[src/rtl/pwm_deadtime_gen.sv]
// Complementary gate generator for one inverter leg: valley-reloaded duty compare,
// programmable dead time, enable gating and a latched fault shutdown.
module pwm_deadtime_gen #(
  parameter int DT_W     = 10,
  parameter int FLT_SYNC = 2
) (
  input  logic            clk_20M,
  input  logic            reset_n,
  input  logic [15:0]     carrier,
  input  logic            carrier_dir,
  input  logic [15:0]     carrier_period,
  input  logic [15:0]     duty_cmd,
  input  logic            duty_wr,
  input  logic [DT_W-1:0] deadtime,
  input  logic            pwm_en,
  input  logic            fault_n,
  input  logic            fault_clr,
  output logic            pwm_h,
  output logic            pwm_l,
  output logic [15:0]     duty_active,
  output logic            fault_latched,
  output logic            valley
);

  // state | meaning
  // IDLE  | both gates low, waiting for enable
  // L_ON  | low-side gate on
  // H_ON  | high-side gate on
  // DT_H  | both low, dead time before high side
  // DT_L  | both low, dead time before low side
  // FAULT | both low until the fault latch is cleared
  typedef enum logic [2:0] {IDLE, L_ON, H_ON, DT_H, DT_L, FAULT} state_t;

  state_t              state, state_nxt;
  logic [DT_W-1:0]     cnt, cnt_nxt;
  logic [15:0]         shadow;
  logic                raw_q;
  logic [FLT_SYNC-1:0] flt_sync;
  logic                flt;
  logic                dt_done;

  // Reload keys on the valley value alone, so direction is not needed here.
  logic unused_dir;
  assign unused_dir = carrier_dir;

  assign flt     = flt_sync[FLT_SYNC-1];
  assign dt_done = (cnt == '0) || (cnt == DT_W'(1));

  always_ff @(posedge clk_20M or negedge reset_n) begin
    if (!reset_n) begin
      flt_sync      <= '1;
      fault_latched <= 1'b0;
      shadow        <= '0;
      duty_active   <= '0;
      valley        <= 1'b0;
      raw_q         <= 1'b0;
    end else begin
      flt_sync <= {flt_sync[FLT_SYNC-2:0], fault_n};
      if (!flt)
        fault_latched <= 1'b1;
      else if (fault_clr && !pwm_en)
        fault_latched <= 1'b0;
      if (duty_wr)
        shadow <= (duty_cmd > carrier_period) ? carrier_period : duty_cmd;
      valley <= (carrier == '0);
      if (carrier == '0)
        duty_active <= shadow;
      raw_q <= (carrier < duty_active);
    end
  end

  always_comb begin
    state_nxt = state;
    cnt_nxt   = cnt;
    case (state)
      IDLE: if (pwm_en && !fault_latched) begin
        state_nxt = raw_q ? DT_H : DT_L;
        cnt_nxt   = deadtime;
      end
      L_ON: if (raw_q) begin
        state_nxt = (deadtime == '0) ? H_ON : DT_H;
        cnt_nxt   = deadtime;
      end
      H_ON: if (!raw_q) begin
        state_nxt = (deadtime == '0) ? L_ON : DT_L;
        cnt_nxt   = deadtime;
      end
      DT_H: begin
        if (!raw_q)       state_nxt = L_ON;
        else if (dt_done) state_nxt = H_ON;
        else              cnt_nxt   = cnt - DT_W'(1);
      end
      DT_L: begin
        if (raw_q)        state_nxt = H_ON;
        else if (dt_done) state_nxt = L_ON;
        else              cnt_nxt   = cnt - DT_W'(1);
      end
      FAULT: if (!fault_latched) state_nxt = IDLE;
      default: state_nxt = IDLE;
    endcase
    if (state != FAULT && !pwm_en) state_nxt = IDLE;
    if (!flt)                      state_nxt = FAULT;
  end

  // Gates are decoded from the next state so they change on the same edge as the state.
  always_ff @(posedge clk_20M or negedge reset_n) begin
    if (!reset_n) begin
      state <= IDLE;
      cnt   <= '0;
      pwm_h <= 1'b0;
      pwm_l <= 1'b0;
    end else begin
      state <= state_nxt;
      cnt   <= cnt_nxt;
      pwm_h <= (state_nxt == H_ON);
      pwm_l <= (state_nxt == L_ON);
    end
  end

endmodule
[config.mk]
export PLATFORM = sky130hd
export DESIGN_NAME = pwm_deadtime_gen
export DESIGN_NICKNAME = d
export VERILOG_FILES = /design/src/rtl/pwm_deadtime_gen.sv
export SDC_FILE = /design/constraint.sdc
export NUM_CORES = 1
export LEC_CHECK = 0
export ABC_AREA = 1
export ABC_CLOCK_PERIOD_IN_PS = 2700
export CORE_MARGIN = 3
export CORE_UTILIZATION = 50
export CTS_CLUSTER_SIZE = 10
export DETAILED_ROUTE_END_ITERATION = 10
export HOLD_SLACK_MARGIN = 0.15
export PLACE_DENSITY = 0.8
export SLEW_MARGIN = 20
export SYNTH_ARGS = -nofsm -noshare
export SYNTH_HDL_FRONTEND = slang
export SYNTH_SLANG_ARGS = --single-unit
[constraint.sdc]
create_clock -name clk_20M -period 2.7 [get_ports clk_20M]
set_clock_uncertainty 0.15 [all_clocks]
set_input_delay 0.81 -clock clk_20M [delete_from_list [all_inputs] [get_ports clk_20M]]
set_output_delay 0.81 -clock clk_20M [all_outputs]
set_load 0.01 [all_outputs]
==> flow_summary.ini <==
[status]
status = finished, final reports clean

[setup_path]
crit_type = input pin to flop
start_kind = input pin
path_common_cell = nand2_1
rr_worst_depth = 9
worstPathMaxFanout = 16
r2r-start = cnt[1]$_DFFE_PN0P_
regToRegEndpoint = cnt[8]$_DFFE_PN0P_
r2r_slack_ps = 810
worst_path_max_delay_cell = clkdlybuf4s50_1
cpPeakStageDelay_ps = 450
cp-end-kind = flop
path_cells = clkdlybuf4s50_1 > inv_1 > ha_1 > nand2_1 > o21ai_0 > a21oi_1 > nand2_2 > nand2_4 > nand2_1 > nand3_1 > nand2_1
critPathArrivalTime_ps = 2520
worstPathRequired_ps = 2750

[layout]
area_delta_synth_final_pct = 32.3
drive_above_1_share = 0.0815
nNetsFinal = 675
num_antenna_cells = 0
fill_cells = 569
seq_area_um2 = 1300
multi_input_area_um2 = 1850

[pwr]
leakage_nw = 2.42
irDropWorstVdd_mv = 0.245
pwr-share-clk = 0.230
pwr_density_cell_nw_per_um2 = 495
p_int_mw = 1.51
total_power_mw = 2.31
combPwrFrac = 0.341
seqPwrFrac = 0.430
p_switching_mw = 0.798
p_sw_frac = 0.346

[clock_network]
htreeDepth = 2
cts.sinks = 52
clk_latency_ps = 300
clockRootBuffer = clkbuf_8
cts-hold-fix-buffers = 0
cts_tree = yes
cts_made_buffers = 5
clockBufferDepth = 2
clkTransAtPathRegs_ps = 90

[synth]
ys_warn_count = 0
yosysSeqAreaShare = 0.370
syn-num-nets = 579
synthesis.area_um2 = 3520
async_reset_ff_frac = 1.00
synth_mux_area_frac = 0
synth_flop_cell = dfrtp_1
synth_cells = 480
synthAdderAreaFrac = 0.121
synth_compound_area_frac = 0.105
synthSimpleGateAreaFrac = 0.290
synth_top_area_cell = dfrtp_1
ys_ff_latch = 52
ys_types = 32
synthTopCellsByArea = dfrtp_1 (36%), nand2_1 (13%), ha_1 (12%)
syn_area_per_cell_um2 = 7.34
synth_top_family_by_area = simple AND/OR/NAND/NOR gates
synth_edf_count = 0
synthXorXnorAreaFrac = 0.00746
synth_top_area_share = 0.355

[routing]
ant_nets = 0
drt_first_pass_iters = 5
wl_per_cell_um = 12.0
via_count = 3376
drt_wl_total_um = 8060
drt_iter0_drc = 78
via_per_inst = 5.04
drc = 0

[hold_path]
hp-start = flt_sync[0]$_DFF_PN1_
min_to = flt_sync[1]$_DFF_PN1_
hold_depth = 0
hold_class = flop to flop

[floorplanning]
die_h_um = 89.9
design.core.area_um2 = 6600
initial_core_util = 0.534
dieArea_um2 = 8090
row_count = 29
dieWidth_um = 89.9
pin_count = 85

[timing]
grt_setup_unrepaired = false
setup_viol = 0
whs_ps = 208
finalSetupTns_ps = 0
hold_viol = 0
timing.fmax_mhz = 405
tightest_slew_ps = 612
fin_crit_sh = 0.915
setup_slack_ps = 229
maxSlewViolCount = 0
slew_headroom = 0.592
min_period_ps = 2470

[placement]
place.gp.congestion = 0.887
dpl_worst_slack_ps = -185
io_buffers = 83
dp_hpwl_um = 6600

[grt]
grt_pass1_vias = 3356
antenna_found_initial = 0
grt_overflow = 0
grt_first_pass_wirelength_um = 14200
grtUsageTotal = 0.205
grt_max_degree = 34

[run]
maxCapViolCount = 0
[power by group through the flow]
stage	clock network (mW)	registers, mW	logic, mW
after floorplan	0	0.985	0.528
after global placement	0	0.995	0.739
after detailed placement	0	1.00	0.778
after CTS	0.546	0.987	0.783
after global routing	0.577	1.00	0.886
final	0.530	0.990	0.785
[cells by family (layout without fill, tap and decap cells)]
family          after synthesis  count (layout)
fa+ha+maj                    34              34
simple gates                232             232
xor+xnor                      3               3
compound gates               65              65
flops                        52              52
buf+inv                      94             191
[layout by cell type, fill, tap and decap left out, drive strengths merged]
cell           instances
a211oi                 2
a21o                   2
a21oi                 16
a31oi                  1
and3                   1
buf                   19
bufinv                 1
clkbuf                 6
clkdlybuf4s50         82
dfrtp                 50
dfstp                  2
ha                    34
inv                   83
nand2                127
nand3                 54
nand3b                 2
nand4                  5
nor2                  37
nor3                   2
nor4                   4
o211ai                 2
o21ai                 42
xnor2                  1
xor2                   2
[final cells by class]
| type | instances | area share |
|---|---|---|
| clock buffers | 6 | 0.0156 |
| clock inverters | 2 | 0.00832 |
| multi-input cells | 334 | 0.397 |
| repair buffers | 101 | 0.209 |
| flip-flops and latches | 52 | 0.280 |
| well taps | 93 | 0.0250 |
| inverters | 82 | 0.0660 |
[stage by stage]
stage               cell area, um2   util  cells
floorplan                     3520      -    480
global placement              4550  0.688    662
detailed placement            4550  0.688    662
CTS                           4660  0.705    670
global route                  4660  0.706    670
finish                        4660  0.706    670
[how the worst max path moves through the flow]
stage	startpoint	slack [ps]	end	cells after the start
6_report	carrier_period[15]	230	shadow[2]$_DFFE_PN0P_	11
5_1_grt	carrier_period[7]	40	shadow[8]$_DFFE_PN0P_	13
4_1_cts	carrier_period[11]	140	shadow[13]$_DFFE_PN0P_	11
3_5_place_dp	carrier_period[11]	-180	shadow[13]$_DFFE_PN0P_	11
3_3_place_gp	carrier_period[11]	-100	shadow[10]$_DFFE_PN0P_	11
2_1_floorplan	carrier_period[15]	430	shadow[10]$_DFFE_PN0P_	10
[repair_timing]
action                     4_1_cts  5_1_grt
gates resized for setup          0        1
buffers inserted                 0        0
setup endpoints to repair        0       12
[layer usage]
| metal | up-vias | global-route usage | wire length [um] |
|---|---|---|---|
| li1 | 1736 | - | - |
| met1 | 1544 | 0.232 | 3370 |
| met2 | 86 | 0.394 | 4220 |
| met3 | 10 | 0.0359 | 349 |
| met4 | 0 | 0.0574 | 123 |
| met5 | - | 0 | 0 |
[synthesized netlist by cell type (3+ instances only)]
cell type,number
nand2_1,122
inv_1,80
nand3_1,52
dfrtp_1,50
ha_1,34
nor2_1,34
o21ai_0,29
a21oi_1,16
o21ai_1,10
buf_2,6
nand4_1,5
clkbuf_1,4
nor4_1,4
nand2_2,3
o21ai_2,3
[worst max-delay path, delay by kind of cell]
family / cells / cell delay [ps]
and+or+nand+nor: 6 / 590
adders and majority gates: 1 / 310
AOI/OAI and AO/OA: 2 / 300
buffers and inverters: 2 / 500
[flip-flops by register name, summed over array words and instances, names as in the netlist, 2 cells and up]
name         flops
shadow          16
flt_sync         2
duty_active     16
state            3
cnt             10
Note: power is estimated with default switching activity, not from simulation.
